### config.mk
export PLATFORM = sky130hd
export DESIGN_NAME = imm_extend_unit
export DESIGN_NICKNAME = d
export VERILOG_FILES = /design/src/rtl/imm_ext_pkg.sv /design/src/rtl/imm_ext_core.sv /design/src/rtl/imm_extend_unit.sv
export SDC_FILE = /design/constraint.sdc
export NUM_CORES = 1
export LEC_CHECK = 0
export ABC_AREA = 1
export CAP_MARGIN = 10
export CORE_MARGIN = 4
export CORE_UTILIZATION = 46
export DETAILED_ROUTE_END_ITERATION = 7
export PLACE_DENSITY = 0.79
export SLEW_MARGIN = 5
export SYNTH_ARGS = -nofsm -noshare
export SYNTH_HDL_FRONTEND = slang
export SYNTH_SLANG_ARGS = --single-unit
### constraint.sdc
create_clock -name CLK -period 1.5 [get_ports CLK]
set_input_delay 0.225 -clock CLK [delete_from_list [all_inputs] [get_ports CLK]]
set_output_delay 0.225 -clock CLK [all_outputs]
set_load 0.1 [all_outputs]
### src/rtl/imm_ext_pkg.sv
// imm_ext_pkg: shared constants for the immediate-extension stage.
//   MODE_W             width of the extension-mode field
//   MODE_SIGN/ZERO/UPPER/BRANCH  extension mode encodings
//   state_t            handshake buffer FSM states (ST_EMPTY/ST_HALF/ST_FULL)
package imm_ext_pkg;

    localparam int unsigned MODE_W = 2;

    localparam logic [MODE_W-1:0] MODE_SIGN   = 2'b00;
    localparam logic [MODE_W-1:0] MODE_ZERO   = 2'b01;
    localparam logic [MODE_W-1:0] MODE_UPPER  = 2'b10;
    localparam logic [MODE_W-1:0] MODE_BRANCH = 2'b11;

    typedef enum logic [1:0] {
        ST_EMPTY = 2'b00,
        ST_HALF  = 2'b01,
        ST_FULL  = 2'b10
    } state_t;

endpackage

### src/rtl/imm_ext_core.sv
// imm_ext_core: combinational immediate extension mux.
// Ports:
//   Imm_In   [IN_WIDTH-1:0]   raw immediate
//   Mode_In  [MODE_W-1:0]     extension mode (SIGN/ZERO/UPPER/BRANCH)
//   ext_value[OUT_WIDTH-1:0]  extended operand
// Requires OUT_WIDTH >= IN_WIDTH + 2.
module imm_ext_core
    import imm_ext_pkg::*;
#(
    parameter int unsigned IN_WIDTH  = 16,
    parameter int unsigned OUT_WIDTH = 32
) (
    input  logic [IN_WIDTH-1:0]  Imm_In,
    input  logic [MODE_W-1:0]    Mode_In,
    output logic [OUT_WIDTH-1:0] ext_value
);

    localparam int unsigned PAD_W = OUT_WIDTH - IN_WIDTH;

    logic [OUT_WIDTH-1:0] sign_ext;

    // Mode mux; BRANCH is the sign extension scaled to a word offset.
    always_comb begin
        sign_ext  = {{PAD_W{Imm_In[IN_WIDTH-1]}}, Imm_In};
        ext_value = sign_ext;
        case (Mode_In)
            MODE_SIGN:   ext_value = sign_ext;
            MODE_ZERO:   ext_value = {{PAD_W{1'b0}}, Imm_In};
            MODE_UPPER:  ext_value = {Imm_In, {PAD_W{1'b0}}};
            MODE_BRANCH: ext_value = {sign_ext[OUT_WIDTH-3:0], 2'b00};
            default:     ext_value = sign_ext;
        endcase
    end

endmodule

### src/rtl/imm_extend_unit.sv
// imm_extend_unit: registered immediate-extension stage with valid/ready.
// Ports:
//   CLK, RST (async active-low), Flush (sync, empties the unit)
//   In_Valid/In_Ready, Imm_In[IN_WIDTH-1:0], Mode_In[1:0]   input side
//   Out_Valid/Out_Ready, Imm_Out[OUT_WIDTH-1:0]             output side
// Build option: IMM_EXT_SKID_EN defined -> two-entry skid buffer, In_Ready
// registered; undefined -> single register, In_Ready = !Out_Valid || Out_Ready.
module imm_extend_unit
    import imm_ext_pkg::*;
#(
    parameter int unsigned IN_WIDTH  = 16,
    parameter int unsigned OUT_WIDTH = 32
) (
    input  logic                 CLK,
    input  logic                 RST,
    input  logic                 Flush,
    input  logic                 In_Valid,
    output logic                 In_Ready,
    input  logic [IN_WIDTH-1:0]  Imm_In,
    input  logic [MODE_W-1:0]    Mode_In,
    output logic                 Out_Valid,
    input  logic                 Out_Ready,
    output logic [OUT_WIDTH-1:0] Imm_Out
);

    state_t               state_q;
    state_t               state_d;
    logic                 out_valid_q;
    logic                 out_valid_d;
    logic                 in_fire;
    logic                 out_fire;
    logic                 load_main_ext;
    logic [OUT_WIDTH-1:0] ext_value;
    logic [OUT_WIDTH-1:0] main_q;

    imm_ext_core #(
        .IN_WIDTH  (IN_WIDTH),
        .OUT_WIDTH (OUT_WIDTH)
    ) u_core (
        .Imm_In    (Imm_In),
        .Mode_In   (Mode_In),
        .ext_value (ext_value)
    );

`ifdef IMM_EXT_SKID_EN
    logic                 in_ready_q;
    logic                 in_ready_d;
    logic                 load_main_skid;
    logic                 load_skid;
    logic [OUT_WIDTH-1:0] skid_q;

    assign In_Ready = in_ready_q;
`else
    // Single register: a full stage can accept only if it drains this cycle.
    assign In_Ready = !out_valid_q || Out_Ready;
`endif

    assign Out_Valid = out_valid_q;
    assign Imm_Out   = main_q;
    assign in_fire   = In_Valid && In_Ready;
    assign out_fire  = out_valid_q && Out_Ready;

    // State register, plus handshake outputs registered from next state.
    always_ff @(posedge CLK or negedge RST) begin
        if (!RST) begin
            state_q     <= ST_EMPTY;
            out_valid_q <= 1'b0;
`ifdef IMM_EXT_SKID_EN
            in_ready_q  <= 1'b1;
`endif
        end else begin
            state_q     <= state_d;
            out_valid_q <= out_valid_d;
`ifdef IMM_EXT_SKID_EN
            in_ready_q  <= in_ready_d;
`endif
        end
    end

    // Next-state and datapath load decode; Flush overrides every fire.
    always_comb begin
        state_d        = state_q;
        load_main_ext  = 1'b0;
`ifdef IMM_EXT_SKID_EN
        load_main_skid = 1'b0;
        load_skid      = 1'b0;
`endif
        if (Flush) begin
            state_d = ST_EMPTY;
        end else begin
            case (state_q)
                ST_EMPTY: begin
                    if (in_fire) begin
                        state_d       = ST_HALF;
                        load_main_ext = 1'b1;
                    end
                end
                ST_HALF: begin
                    if (in_fire && out_fire) begin
                        load_main_ext = 1'b1;
                    end else if (out_fire) begin
                        state_d = ST_EMPTY;
`ifdef IMM_EXT_SKID_EN
                    end else if (in_fire) begin
                        state_d   = ST_FULL;
                        load_skid = 1'b1;
`endif
                    end
                end
`ifdef IMM_EXT_SKID_EN
                ST_FULL: begin
                    if (out_fire) begin
                        state_d        = ST_HALF;
                        load_main_skid = 1'b1;
                    end
                end
`endif
                default: state_d = ST_EMPTY;
            endcase
        end
    end

    // Output decode from next state so the handshake flags come straight off flops.
    always_comb begin
        out_valid_d = (state_d != ST_EMPTY);
`ifdef IMM_EXT_SKID_EN
        in_ready_d  = (state_d != ST_FULL);
`endif
    end

    // Operand registers.
    always_ff @(posedge CLK or negedge RST) begin
        if (!RST) begin
            main_q <= '0;
`ifdef IMM_EXT_SKID_EN
            skid_q <= '0;
`endif
        end else begin
`ifdef IMM_EXT_SKID_EN
            if (load_main_ext) begin
                main_q <= ext_value;
            end else if (load_main_skid) begin
                main_q <= skid_q;
            end
            if (load_skid) begin
                skid_q <= ext_value;
            end
`else
            if (load_main_ext) begin
                main_q <= ext_value;
            end
`endif
        end
    end

endmodule

==> results.py, run 1 <==
metrics = {
    "status": {
        "status": "completed",
    },
    "drt": {
        "wire_per_inst_um": 13.7,
        "wl_met2_um": 2470,
        "met3_length_um": 377,
        "vias": 1823,
        "drt_iter0_drc": 158,
        "wirelength_um": 4830,
        "remaining_drc_errors": 0,
        "wl_met1_um": 1830,
        "dr.pass1.iters": 4,
        "ant_nets": 0,
        "routed.top_layer": "met4",
        "viasPerCell": 5.18,
    },
    "sta": {
        "period_minus_slack_ps": 1420,
        "skew_ps": 6.58,
        "hold_viol": 0,
        "rsz0062_at_grt": "false",
        "max_freq_ghz": 0.705,
        "setup_tns_ps": 0,
        "holdWs_ps": 293,
        "setup_viol": 0,
        "final_max_slew_viol_count": 0,
        "min_period_over_period": 0.946,
    },
    "global_routing": {
        "antenna_found_initial": 0,
        "grt_pass1_wl_um": 8100,
        "first_global_vias": 1769,
        "grt-ovfl-total": 0,
        "grt_max_degree": 36,
        "grt_use_total": 0.205,
    },
    "clocking": {
        "cts.hold.buffers_added": 0,
        "postCtsSetupRepairBufs": 0,
        "cts_root_buf": "clkbuf_8",
        "clockBufferDepth": 2,
        "cts_buffers": 5,
        "cts_tree": "built",
        "cts_resized": 0,
        "path_clk_slew_ps": 70,
        "cts_htree_levels": 2,
        "cts.sinks": 35,
        "insertion_delay_ps": 290,
    },
    "synthesis": {
        "synth.distinct_cells": 18,
        "synth_top_cell_area_share": 0.480,
        "postSynthAreaPerCell_sq_um": 7.38,
        "synth-seq-area-share": 0.480,
        "synth_nets": 270,
        "synth-seq-cells": 35,
        "netlist_instances": 247,
        "netlist_area_sq_um": 1820,
        "yosysTopAreaCell": "dfrtp_1",
        "synth-warning-count": 0,
        "synthTopCellsByArea": "dfrtp_1 (48%), nand2_1 (26%), nand3_1 (12%)",
    },
    "floorplan": {
        "die_h_um": 71.0,
        "ioPinCount": 57,
        "initial_core_util": 0.487,
        "core_area_sq_um": 3740,
        "rows": 22,
        "die-area_sq_um": 5030,
        "die_x_um": 71.0,
    },
    "pwr": {
        "power.leakage_nw": 1.50,
        "power_density_nw_per_um2": 1500,
        "seqPwrFrac": 0.296,
        "pwr-share-comb": 0.536,
        "switching_power_mw": 2.04,
        "power_frac_clock": 0.168,
        "ir_drop_uv": 991,
        "p_total_mw": 4.37,
        "p_int_mw": 2.33,
        "switching_share": 0.467,
    },
    "worst_setup_path": {
        "crit_fanout": 5,
        "worstPathRequired_ps": 1270,
        "critPathCaptureType": "primary output",
        "crit_arrival_ps": 1190,
        "critical_path_class": "register to primary output",
        "startpoint_type": "register",
    },
    "placement": {
        "io_buffer_count": 56,
        "hpwl_um": 3680,
        "place.gp.congestion": 0.860,
        "placed_cells": 344,
    },
    "cells_and_area": {
        "utilization": 0.777,
        "layout.nets": 326,
        "area_growth_pct": 59.6,
        "final_cells": 352,
        "drive_above_1_share": 0.204,
        "antenna_cells": 0,
    },
    "flow_run": {
        "maxCapViolations": 0,
    },
    "min_path": {
        "hold_path.class": "input port to async pin",
    },
}
## layer usage
metal,up-vias,global-route usage
li1,882,-
met1,832,0.234
met2,90,0.361
met3,19,0.0540
met4,0,0.0856
met5,-,0
## stage by stage
step | setup WS (ps) | area [sq um]
global route | 49.8 | 2910
detailed placement | -12.9 | 2810
global placement | 41.8 | 2810
floorplan | 46.7 | 1840
CTS | 71.5 | 2910
finish | 80.8 | 2910
## flip-flops by register name, indices dropped and copies added (netlist names)
register	flops
state_q	2
Out_Valid	1
Imm_Out	32
## synthesized netlist by cell type
master / instances
o21ai_0: 1
inv_2: 4
nand3_1: 45
a21oi_1: 4
nand2_2: 2
nand3_4: 1
inv_1: 5
dfrtp_1: 35
nand2_1: 126
inv_4: 1
buf_2: 8
conb_1: 1
nand3_2: 1
nor2_1: 3
nor2_4: 1
buf_6: 3
nand4_1: 1
buf_4: 5
## final timing paths
check                      startpoint  depth (start not counted)    endpoint  slack (ps)
max in group asynchronous         RST                          2   Out_Valid        1020
min in group CLK           Imm_Out[4]                          2  Imm_Out[4]         530
hold / removal                    RST                          2   Out_Valid         290
setup reg to reg            Out_Valid                          8  Imm_Out[2]         180
hold reg to reg            Imm_Out[4]                          2  Imm_Out[4]         530
setup / recovery            Out_Valid                          3    In_Ready          80
## critical path: stages, from the launching register on
cell and delay [ps]:
dfrtp_4 540, nand2_8 90, buf_4 110, buf_12 160
## logic make-up after synthesis
| kind of cell | after synthesis | share of synthesized area |
|---|---|---|
| and+or+nand+nor | 180 | 0.421 |
| DFF | 35 | 0.480 |
| buffers and inverters | 26 | 0.0830 |
| AOI/OAI and AO/OA | 5 | 0.0137 |
| other | 1 | 0.00206 |
## layout by cell type, fill, tap and decap left out, drive strengths merged
cell type,Yosys,layout
dfrtp,35,35
o21ai,1,1
inv,10,10
nand2,128,128
nor2,4,4
nand3,47,47
nand4,1,1
clkbuf,0,8
a21oi,4,4
clkdlybuf4s50,0,22
buf,16,43
conb,1,1
## power by group through the flow
| stage | clock network (mW) | registers, mW | logic (mW) |
|---|---|---|---|
| 2_1_floorplan | 0 | 2.41 | 0.271 |
| 3_3_place_gp | 0 | 1.31 | 2.33 |
| 3_5_place_dp | 0 | 1.31 | 2.35 |
| 4_1_cts | 0.750 | 1.30 | 2.36 |
| 5_1_grt | 0.790 | 1.31 | 2.42 |
| 6_report | 0.735 | 1.29 | 2.34 |
## cell type report
class / instances / area (sq um)
Clock buffer: 8 / 100
Timing Repair Buffer: 65 / 1020
Fill cell: 263 / 833
Sequential cell: 35 / 880
Inverter: 10 / 40.0
Tap cell: 48 / 60.1
Multi-Input combinational cell: 186 / 812
Note: power is estimated with default switching activity, not from simulation.
==> inputs of run 2 (changes only) <==
--- a/config.mk
+++ b/config.mk
@@ -11,6 +11,7 @@
 export CORE_UTILIZATION = 46
 export DETAILED_ROUTE_END_ITERATION = 7
 export PLACE_DENSITY = 0.79
+export RECOVER_POWER = 25
 export SLEW_MARGIN = 5
 export SYNTH_ARGS = -nofsm -noshare
 export SYNTH_HDL_FRONTEND = slang
==> results.py, run 2 (same netlist as run 1, synthesis figures left out) <==
metrics = {
    "drt": {
        "dr.pass1.iters": 5,
        "ant_nets": 0,
        "vias": 1846,
        "wirelength_um": 4870,
        "viasPerCell": 5.24,
        "remaining_drc_errors": 0,
        "drt_iter0_drc": 144,
        "wire_per_inst_um": 13.8,
    },
    "placement": {
        "hpwl_um": 3680,
        "place.gp.congestion": 0.860,
        "placedInstanceArea_sq_um": 2810,
        "io_buffer_count": 56,
        "place_ws_ps": -12.9,
        "placed_cells": 344,
    },
    "floorplan": {
        "die-area_sq_um": 5030,
        "die_x_um": 71.0,
        "die_h_um": 71.0,
        "rows": 22,
        "initial_core_util": 0.487,
        "ioPinCount": 57,
        "core_area_sq_um": 3740,
    },
    "cells_and_area": {
        "area_growth_pct": 58.8,
        "multi_input_area_sq_um": 812,
        "layout.nets": 326,
        "most-common-layout-cells": "nand2_1 (125), nand3_1 (45), buf_12 (37)",
        "final_common_cell": "nand2_1",
        "drive_above_1_share": 0.204,
        "fill_cells": 265,
        "final_cells": 352,
        "largest_reg_flops": 32,
        "regArea_sq_um": 880,
        "fin_area_sq_um": 2900,
        "antenna_cells": 0,
        "utilization": 0.773,
    },
    "sta": {
        "rsz0062_at_grt": "false",
        "setup_viol": 0,
        "min_period_over_period": 0.947,
        "period_minus_slack_ps": 1420,
        "max_freq_ghz": 0.704,
        "skew_ps": 6.38,
        "hold_viol": 0,
        "worstMarginPinSlew_ps": 826,
        "slew_headroom": 0.449,
        "setup_tns_ps": 0,
        "setup_ws_ps": 80.2,
        "final_max_slew_viol_count": 0,
    },
    "global_routing": {
        "first_global_vias": 1769,
        "antenna_found_initial": 0,
        "grt-ovfl-total": 0,
        "grt_max_degree": 36,
        "grt_use_total": 0.205,
        "grt_pass1_wl_um": 8100,
    },
    "worst_setup_path": {
        "critical_path_class": "register to primary output",
        "slowest_delay_ps": 540,
        "worstPathRequired_ps": 1270,
        "path_buf_inv": 2,
        "crit_arrival_ps": 1190,
        "cpMaxStageDelayCell": "dfrtp_4",
        "critPathCaptureType": "primary output",
        "r2r_slack_ps": 180,
        "crit_fanout": 5,
        "critical-path-top-delay-family": "flip-flops",
        "critical_path.cell_chain": "nand2_8 > buf_4 > buf_12",
        "startpoint_type": "register",
        "cp.depth": 3,
        "reg2regPathDepth": 8,
    },
    "clocking": {
        "cts_resized": 0,
        "cts_htree_levels": 2,
        "cts_buffers": 5,
        "path_clk_slew_ps": 70,
        "insertion_delay_ps": 290,
        "cts_tree": "built",
        "cts.sinks": 35,
        "cts_root_buf": "clkbuf_8",
        "cts.hold.buffers_added": 0,
        "clockBufferDepth": 2,
        "postCtsSetupRepairBufs": 0,
    },
    "pwr": {
        "power.leakage_nw": 1.49,
        "ir_drop_uv": 992,
        "power_density_nw_per_um2": 1510,
    },
    "status": {
        "status": "completed",
    },
    "min_path": {
        "worstHoldPathCells": 2,
        "hold_path.class": "register to register",
    },
    "flow_run": {
        "maxCapViolations": 0,
    },
}
==> run 2: cell count changes in the layout (fill, tap and decap cells not counted), sizes merged <==
cell           previous run  this run
clkdlybuf4s50            22        21
buf                      43        42
dlygate4sd3               0         1
clkbuf                    8         9
==> run 2: metal layers <==
layer,routed length [um],GRT usage,up-vias
li1,-,-,881
met1,1840,0.234,847
met2,2520,0.361,98
met3,352,0.0540,20
met4,153,0.0856,0
met5,0,0,-
==> run 2: area by class of cell <==
| class | count | area share |
|---|---|---|
| tap | 48 | 0.0207 |
| sequential | 35 | 0.304 |
| multi-input combinational | 186 | 0.280 |
| inverter | 10 | 0.0138 |
| clock buffer | 8 | 0.0346 |
| timing repair buffer | 65 | 0.347 |
==> run 2: where the power goes <==
| group | switching [mW] | internal [mW] |
|---|---|---|
| Sequential | 0.183 | 1.11 |
| Combinational | 1.54 | 0.798 |
| Clock | 0.318 | 0.418 |
| Total | 2.04 | 2.33 |
==> run 2: worst paths after layout <==
kind                       startpoint         end
max                         Out_Valid    In_Ready
min                        Imm_Out[4]  Imm_Out[4]
min in group asynchronous         RST   Out_Valid
max in group asynchronous         RST   Out_Valid
min reg2reg                Imm_Out[4]  Imm_Out[4]
max reg2reg                 Out_Valid  Imm_Out[2]
==> run 2: through the flow <==
step           total power [mW]  hold slack (ps)
6_report                   4.37              534
4_1_cts                    4.41              299
5_1_grt                    4.52              559
2_1_floorplan              2.68            -70.6
3_3_place_gp               3.63              514
3_5_place_dp               3.66              525
==> run 2: worst min-delay path: stages, from the launching register on <==
cell and delay [ps]:
dfrtp_1 390, nand2_1 60, nand2_1 50
